[src/rtl/furv_if_q_pkg.sv]
// Shared opcodes and decode helpers for the furv fetch stage.
// FURV_IF_JAL_EN (in furv_if_q) is the only consumer of the JAL helpers.
package furv_pkg;

    localparam int INSTR_W = 32;

    localparam logic [6:0] OPC_JAL    = 7'b1101111;
    localparam logic [6:0] OPC_JALR   = 7'b1100111;
    localparam logic [6:0] OPC_BRANCH = 7'b1100011;

    // J-type immediate, already sign-extended to 32 bits with bit 0 forced to zero
    function automatic logic [31:0] j_imm(input logic [31:0] instr);
        return {{12{instr[31]}}, instr[19:12], instr[20], instr[30:21], 1'b0};
    endfunction

endpackage

[src/rtl/furv_if_q_if.sv]
// Fetch-stage bus: instruction memory side, decode side and execute redirect.
interface furv_if_q_if #(parameter int XLEN = 32);

    logic [XLEN-1:0] pc;
    logic [31:0]     instruction_i;
    logic            valid_i;
    logic            stall_o;
    logic [XLEN-1:0] if_pc;
    logic [31:0]     instruction;
    logic            pred_taken;
    logic            valid_o;
    logic            stall_i;
    logic            branch_calculated;
    logic            branch_taken;
    logic [XLEN-1:0] branch_pc;

    modport master (
        output pc, stall_o, if_pc, instruction, pred_taken, valid_o,
        input  instruction_i, valid_i, stall_i, branch_calculated, branch_taken, branch_pc
    );

    modport slave (
        input  pc, stall_o, if_pc, instruction, pred_taken, valid_o,
        output instruction_i, valid_i, stall_i, branch_calculated, branch_taken, branch_pc
    );

endinterface

[src/rtl/furv_if_q_fifo.sv]
// Generic synchronous FIFO with registered storage and combinational head.
// DEPTH must be a power of two so the pointers wrap naturally.
module furv_fifo #(
    parameter int WIDTH = 8,
    parameter int DEPTH = 4
) (
    input  logic             clk,
    input  logic             rst,
    input  logic             push,
    input  logic             pop,
    input  logic [WIDTH-1:0] din,
    output logic [WIDTH-1:0] head,
    output logic             full,
    output logic             empty
);

    localparam int AW = (DEPTH > 1) ? $clog2(DEPTH) : 1;

    logic [WIDTH-1:0] mem [DEPTH];
    logic [AW-1:0]    rd_ptr;
    logic [AW-1:0]    wr_ptr;
    logic [AW:0]      count;
    logic             do_push;
    logic             do_pop;

    assign full    = (count == (AW+1)'(DEPTH));
    assign empty   = (count == '0);
    assign do_push = push && !full;
    assign do_pop  = pop && !empty;
    assign head    = mem[rd_ptr];

    always_ff @(posedge clk) begin
        if (do_push) begin
            mem[wr_ptr] <= din;
        end
    end

    always_ff @(posedge clk) begin
        if (rst) begin
            rd_ptr <= '0;
            wr_ptr <= '0;
            count  <= '0;
        end else begin
            if (do_push) begin
                wr_ptr <= wr_ptr + 1'b1;
            end
            if (do_pop) begin
                rd_ptr <= rd_ptr + 1'b1;
            end
            case ({do_push, do_pop})
                2'b10:   count <= count + 1'b1;
                2'b01:   count <= count - 1'b1;
                default: count <= count;
            endcase
        end
    end

endmodule

[src/rtl/furv_if_q.sv]
// Fetch stage with prefetch queue; halts after control instructions until execute resolves them.
// Define FURV_IF_JAL_EN to redirect JALs directly in fetch instead of waiting.
module furv_if_q
    import furv_pkg::*;
#(
    parameter int              XLEN     = 32,
    parameter int              DEPTH    = 4,
    parameter logic [XLEN-1:0] RESET_PC = '0
) (
    input logic          clk,
    input logic          rst,
    furv_if_q_if.master  bus
);

    typedef struct packed {
        logic [XLEN-1:0]    pc;
        logic [INSTR_W-1:0] instr;
        logic               pred;
    } entry_t;

    logic [XLEN-1:0] pc_q;
    logic [XLEN-1:0] next_pc;
    logic            wait_q;
    logic            wait_next;
    logic            jal_hit;
    logic            redirect;
    logic            fetch_en;
    logic            push;
    logic            pop;
    logic            full;
    logic            empty;
    entry_t          din;
    entry_t          head;
    logic            unused_bits;

    assign unused_bits = ^bus.branch_pc[1:0];

    // A resolution only counts while a control instruction is outstanding
    assign redirect    = wait_q && bus.branch_calculated && bus.branch_taken;
    assign bus.pc      = redirect ? {bus.branch_pc[XLEN-1:2], 2'b00} : pc_q;
    assign fetch_en    = !full && (!wait_q || bus.branch_calculated);
    assign bus.stall_o = !fetch_en;
    assign push        = fetch_en && bus.valid_i;
    assign pop         = !empty && !bus.stall_i;

`ifdef FURV_IF_JAL_EN
    assign jal_hit   = (bus.instruction_i[6:0] == OPC_JAL);
    assign next_pc   = jal_hit ? bus.pc + XLEN'(signed'(j_imm(bus.instruction_i)))
                               : bus.pc + XLEN'(4);
    assign wait_next = bus.instruction_i[6] && !jal_hit;
`else
    assign jal_hit   = 1'b0;
    assign next_pc   = bus.pc + XLEN'(4);
    assign wait_next = bus.instruction_i[6];
`endif

    assign din = '{pc: bus.pc, instr: bus.instruction_i, pred: jal_hit};

    // A resolution arriving while the queue is full still clears the wait and latches its target
    always_ff @(posedge clk) begin
        if (rst) begin
            pc_q   <= RESET_PC;
            wait_q <= 1'b0;
        end else if (push) begin
            pc_q   <= next_pc;
            wait_q <= wait_next;
        end else if (fetch_en || bus.branch_calculated) begin
            pc_q   <= bus.pc;
            wait_q <= 1'b0;
        end
    end

    furv_fifo #(
        .WIDTH ($bits(entry_t)),
        .DEPTH (DEPTH)
    ) u_fifo (
        .clk   (clk),
        .rst   (rst),
        .push  (push),
        .pop   (pop),
        .din   (din),
        .head  (head),
        .full  (full),
        .empty (empty)
    );

    assign bus.valid_o     = !empty;
    assign bus.if_pc       = head.pc;
    assign bus.instruction = head.instr;
    assign bus.pred_taken  = head.pred;

endmodule

[src/flat_wrapper.sv]
// flat-port wrapper written by rule: the top's interface ports become plain ports
module furv_if_q_flat import furv_pkg::*;
#(
    parameter int              XLEN     = 32,
    parameter int              DEPTH    = 4,
    parameter logic [XLEN-1:0] RESET_PC = '0
)
  (clk, rst, bus_pc, bus_stall_o, bus_if_pc, bus_instruction, bus_pred_taken, bus_valid_o, bus_instruction_i, bus_valid_i, bus_stall_i, bus_branch_calculated, bus_branch_taken, bus_branch_pc);
  furv_if_q_if #(.XLEN(XLEN)) bus_i ();
  input logic clk;
  input logic rst;
  output wire logic [$bits(bus_i.pc)-1:0] bus_pc;
  output wire logic [$bits(bus_i.stall_o)-1:0] bus_stall_o;
  output wire logic [$bits(bus_i.if_pc)-1:0] bus_if_pc;
  output wire logic [$bits(bus_i.instruction)-1:0] bus_instruction;
  output wire logic [$bits(bus_i.pred_taken)-1:0] bus_pred_taken;
  output wire logic [$bits(bus_i.valid_o)-1:0] bus_valid_o;
  input wire logic [$bits(bus_i.instruction_i)-1:0] bus_instruction_i;
  input wire logic [$bits(bus_i.valid_i)-1:0] bus_valid_i;
  input wire logic [$bits(bus_i.stall_i)-1:0] bus_stall_i;
  input wire logic [$bits(bus_i.branch_calculated)-1:0] bus_branch_calculated;
  input wire logic [$bits(bus_i.branch_taken)-1:0] bus_branch_taken;
  input wire logic [$bits(bus_i.branch_pc)-1:0] bus_branch_pc;
  assign bus_pc = bus_i.pc;
  assign bus_stall_o = bus_i.stall_o;
  assign bus_if_pc = bus_i.if_pc;
  assign bus_instruction = bus_i.instruction;
  assign bus_pred_taken = bus_i.pred_taken;
  assign bus_valid_o = bus_i.valid_o;
  assign bus_i.instruction_i = bus_instruction_i;
  assign bus_i.valid_i = bus_valid_i;
  assign bus_i.stall_i = bus_stall_i;
  assign bus_i.branch_calculated = bus_branch_calculated;
  assign bus_i.branch_taken = bus_branch_taken;
  assign bus_i.branch_pc = bus_branch_pc;
  furv_if_q #(.XLEN(XLEN), .DEPTH(DEPTH), .RESET_PC(RESET_PC)) u_core (.clk(clk), .rst(rst), .bus(bus_i));
endmodule
[config.mk]
export PLATFORM = sky130hd
export DESIGN_NAME = furv_if_q_flat
export DESIGN_NICKNAME = d
export VERILOG_FILES = /design/src/rtl/furv_if_q_pkg.sv /design/src/rtl/furv_if_q_if.sv /design/src/rtl/furv_if_q_fifo.sv /design/src/rtl/furv_if_q.sv /design/src/flat_wrapper.sv
export SDC_FILE = /design/constraint.sdc
export NUM_CORES = 1
export LEC_CHECK = 0
export BUFFER_PORTS_ARGS = -buffer_cell sky130_fd_sc_hd__buf_2
export CAP_MARGIN = 20
export CORE_MARGIN = 2
export CORE_UTILIZATION = 62
export CTS_CLUSTER_SIZE = 14
export DETAILED_ROUTE_END_ITERATION = 7
export MAX_ROUTING_LAYER = met4
export PLACE_DENSITY = 0.83
export SYNTH_ARGS = -nofsm -noshare
export SYNTH_HDL_FRONTEND = slang
export SYNTH_HIERARCHICAL = 1
export SYNTH_SLANG_ARGS = --single-unit
[constraint.sdc]
create_clock -name clk -period 8.7 [get_ports clk]
set_input_delay 1.74 -clock clk [delete_from_list [all_inputs] [get_ports clk]]
set_output_delay 1.74 -clock clk [all_outputs]
set_load 0.05 [all_outputs]
* Word level (Yosys, flattened, before mapping)
Memories as Yosys holds them, arrays and structs flattened. A register that Yosys moved wholly into a read port is not among the register bits.
Cells that the tools add are included.
** Storage, ports and cells
- Input port bits :: 70
- Word-level logic and storage cells :: 41
- Bits in writable memories :: 256
- Output and inout port bits :: 99
- Bits in registers :: 40
- Memories kept :: 1
** Memories
- u_core.u_fifo.mem :: words 4, width 64, read ports 1, clocked after Yosys merged registers in 1, wr ports 1, RTL line furv_if_q_fifo.sv:19 : logic [WIDTH-1:0] mem [DEPTH];
** Operators by class
- Mux-type cells :: 10
- $add $sub $neg :: 5
- Equality and inequality tests :: 3
- Reductions and logical operators :: 17
** Operators with widths (number)
- 32-bit 2-to-1 mux :: 3
- 32-bit by 3-bit adder with 32-bit output (second input constant) :: 1
- 1-bit logical AND :: 7
- 3-bit one-hot mux with 2 select lines :: 1
- 1-bit zero test :: 5
- 2-bit by 1-bit adder with 2-bit output (second input constant) :: 2
- 1-bit 2-to-1 mux :: 4
- 2-bit 2-to-1 mux :: 2
- 2-bit nonzero test :: 2
- 3-bit by 1-bit adder with 3-bit output (second input constant) :: 1
- 3-bit == test (second input constant) :: 1
- 3-bit zero test :: 1
- 3-bit by 1-bit subtractor with 3-bit output (second input constant) :: 1
- 2-bit by 1-bit == test with 1-bit output (second input constant) :: 1
- 2-bit == test (second input constant) :: 1
- 1-bit logical OR :: 2

* Depth between registers and ports, before layout
- Depth after elaboration :: 7
- Gate-level depth with buffers :: 13
- Depth with buffers taken out :: 13

* Hierarchy
Netlist, hierarchy kept.
** Modules (own cells, without submodules)
- furv_fifo :: cells an instance 393, area each 9900.7 µm², sequential area each 7987.7 µm², times used 1
- furv_if_q :: cells an instance 322, area each 2318.5 µm², sequential area each 660.6 µm², times used 1

* Worst setup path after synthesis
Ideal clock, no wire load.
- Path kind :: in2out
- Start :: in bus_branch_calculated
- End :: out bus_pc[20]
- Buffers on the path :: 2
- Stages :: 4
- Slack :: 3300 ps
- Arrival :: 3660 ps
- Data required time :: 6960 ps
- Cells stage by stage :: nand3_2 buf_2 clkbuf_1 o21ai_0
** Between the ends
- Cells in the longest elaborated chain, start to end :: 3
** RTL lines
- from (decl) :: RTL line flat_wrapper.sv:21 : input wire logic [$bits(bus_i.branch_calculated)-1:0] bus_branch_calculated;
- 1-bit logical AND (2 in a row) :: RTL line furv_if_q.sv:39 : assign redirect = wait_q && bus.branch_calculated && bus.branch_taken;
- 32-bit 2-to-1 mux :: RTL line furv_if_q.sv:40 : assign bus.pc = redirect ? {bus.branch_pc[XLEN-1:2], 2'b00} : pc_q;
- to (decl) :: RTL line flat_wrapper.sv:12 : output wire logic [$bits(bus_i.pc)-1:0] bus_pc;
No other way between the ends.

* Worst setup path in the final report
- Start :: in bus_branch_calculated
- End :: out bus_pc[5]
Same word-level chain as after synthesis.

==> run_results.csv <==
group,metric,value,unit
status,outcome,"finished clean",
synthesis,synth_top_cell_area_share,0.639,
global_route,grt_pass1_wl,37300,um
timing,fin_crit_sh,0.654,
clocking,cts_resized,0,
synthesis,synth-main-ff-cell,"edfxtp_1",
floorplanning,dieWidth,144,um
clocking,hold_buffers,0,
global_route,grt_pass1_vias,6950,
timing,whs,0.469,ns
placed_design,dp_hpwl,14400,um
routing,ant_nets,0,
floorplanning,core_area,19400,um^2
synthesis,synth_most_common_cell,"edfxtp_1",
routing,drc,0,
synthesis,ys_seq_area_frac,0.708,
clocking,cts-root-buf,"clkbuf_16",
critical_path,critical_path.top_delay_family,"buffers and inverters",
critical_path,worstPathRequired,6.96,ns
routing,routed_wirelength,24100,um
timing,fin_worst_skew,0.0107,ns
critical_path,crit_path_end_kind,"output pin",
timing,fin_crit,5.69,ns
clocking,cts_tree,"yes",
finish,drive_gt1_frac,0.334,
finish,fill_cells,1255,
global_route,grt_max_degree,66,
global_route,track_usage,0.242,
finish,final_cells,1178,
synthesis,syn_inst,715,
critical_path,cp_max_fo,25,
timing,fin_ws,3.01,ns
power,cellPowerDensity,278,nW/um^2
critical_path,crit_buf_inv,4,
timing,setup_viol,0,
placed_design,gp_congestion,0.909,
global_route,grt-ovfl-total,0,
timing,maxSlewHeadroom,0.292,
floorplanning,die_y,144,um
critical_path,crit_chain,"buf_2, and3_1, buf_4, mux2i_1, inv_1, buf_2",
synthesis,ys_types,63,
routing,drt_iter0_markers,409,
placed_design,io_buffers,166,
synthesis,yosysWarningCount,6,
floorplanning,start_util,0.630,
critical_path,crit_arrival,3.95,ns
clocking,cts_sinks,302,
synthesis,async_flop_share,0,
clocking,clockBufferDepth,3,
synthesis,syn_avg_cell_area,17.1,um^2
power,ir_drop,0.000202,V
critical_path,crit_top_cell,"buf_2",
critical_path,start_kind,"input pin",
floorplanning,dieArea,20800,um^2
power,total_power,3.96,mW
timing,fin_tns_setup,0,ns
synthesis,synthTopCellsByArea,"edfxtp_1, mux4_2, dfxtp_1",
hold_path,hold_class,"reg2reg",
floorplanning,row_count,51,
routing,dr_total_vias,6907,
critical_path,crit_type,"in2out",
synthesis,yosys_register_bits,302,
synthesis,synth_largest_area_cell,"edfxtp_1",
routing,viasPerCell,5.86,
power,p_leak,5.10,nW
routing,dr.pass1.iters,5,
clocking,post_cts_buffers,0,
placed_design,placedCellCount,1122,
placed_design,place_ws,3.02,ns
clocking,cts_buffers,30,
floorplanning,ios,169,
critical_path,cp_slowest_cell,"and3_1",
synthesis,synth_commonest_cells,"edfxtp_1, nand2_1, mux4_2",
timing,tightest_slew,1.06,ns
timing,clock.fmax,176,MHz
flow_run,drv_cap,0,
critical_path,max_stage_delay,0.70,ns
global_route,antenna_found_initial,2,
timing,finalHoldViolCount,0,
finish,nets,966,
timing,slew_violations,0,
timing,rsz0062_at_grt,"no",
finish,synthToLayoutAreaGrowth,16.4,%
clocking,htree_levels,1,
clocking,cts.clk_slew.worst_paths,0.06,ns
routing,drt-wirelength-per-cell,20.4,um
synthesis,synth_edf_count,260,
synthesis,synthesis.area,12200,um^2
clocking,insertion_delay,0.53,ns
-- kinds of logic (layout without fill, tap and decap cells) --
logic type / after synthesis / in the layout / synth area share
mux: 79 / 79 / 0.132
flops: 302 / 302 / 0.708
buf+inv: 46 / 239 / 0.0237
other cells: 1 / 6 / 0.000307
xor+xnor: 15 / 15 / 0.0108
compound gates: 57 / 57 / 0.0323
simple gates: 208 / 208 / 0.0856
fa+ha+maj: 7 / 7 / 0.00778
-- cells in the final DEF, fill, tap and decap left out, types with 12 or more instances in the layout --
| master | n |
|---|---|
| a21oi_1 | 13 |
| and3_1 | 13 |
| buf_2 | 166 |
| clkbuf_16 | 31 |
| dfxtp_1 | 40 |
| edfxtp_1 | 260 |
| inv_1 | 16 |
| mux4_2 | 65 |
| nand2_1 | 79 |
| nand3_1 | 21 |
| nor2_1 | 31 |
| nor3_1 | 17 |
| o21ai_0 | 12 |
-- state kept, by name (all words and copies together) (netlist names), named ones only --
signal and count:
u_core/pc_q 32, u_core/u_fifo/count 3, u_core/u_fifo/mem 260, u_core/u_fifo/rd_ptr 2, u_core/u_fifo/wr_ptr 2, u_core/wait_q 1
-- cell type report --
cell class / count / area [um^2] / share of cell area
Tap cell: 265 / 332 / 0.0233
Sequential cell: 302 / 8660 / 0.609
Clock inverter: 15 / 176 / 0.0124
Clock buffer: 39 / 846 / 0.0595
Antenna cell: 2 / 5.00 / 0.000352
Inverter: 17 / 63.8 / 0.00449
Multi-Input combinational cell: 370 / 3300 / 0.232
Timing Repair Buffer: 168 / 846 / 0.0595
-- through the flow --
step | instance area (um^2) | utilization
after floorplan | 12200 | -
after global placement | 13200 | 0.680
after detailed placement | 13200 | 0.680
after CTS | 14200 | 0.733
after global routing | 14200 | 0.733
final | 14200 | 0.733
-- report_power, final --
part	switching, mW	total (mW)	internal, mW
clock network	0.508	1.31	0.798
logic	0.626	0.884	0.258
registers	0.0565	1.77	1.71
-- worst reg2reg max path, stage by stage (launching register included) --
cell     delay [ns]
dfxtp_1        0.41
and3_1         0.72
buf_4          0.44
nand2_1        0.09
nand2_1        0.21
ha_1           0.21
and3_1         0.41
o21ai_2        0.12
or4_1          0.51
a21oi_1        0.19
-- path summary, 6_finish.rpt --
path,cells past startpoint,slack [ns],endpoint,start
min,2,0.47,u_core/pc_q[31],u_core/pc_q[31]
min reg2reg,2,0.47,u_core/pc_q[31],u_core/pc_q[31]
max,6,3.01,bus_pc[5],bus_branch_calculated
max reg2reg,9,5.30,u_core/pc_q[28],u_core/wait_q
-- layer usage --
| metal | share of wire | vias up | wire length (um) | track usage |
|---|---|---|---|---|
| met3 | 0.063 | 39 | 1520 | 0.0397 |
| met5 | 0 | - | 0 | - |
| li1 | - | 3165 | - | - |
| met1 | 0.43 | 3447 | 10300 | 0.331 |
| met2 | 0.49 | 256 | 11900 | 0.389 |
| met4 | 0.018 | 0 | 437 | 0.0608 |
(Power assumes the default switching activity.)
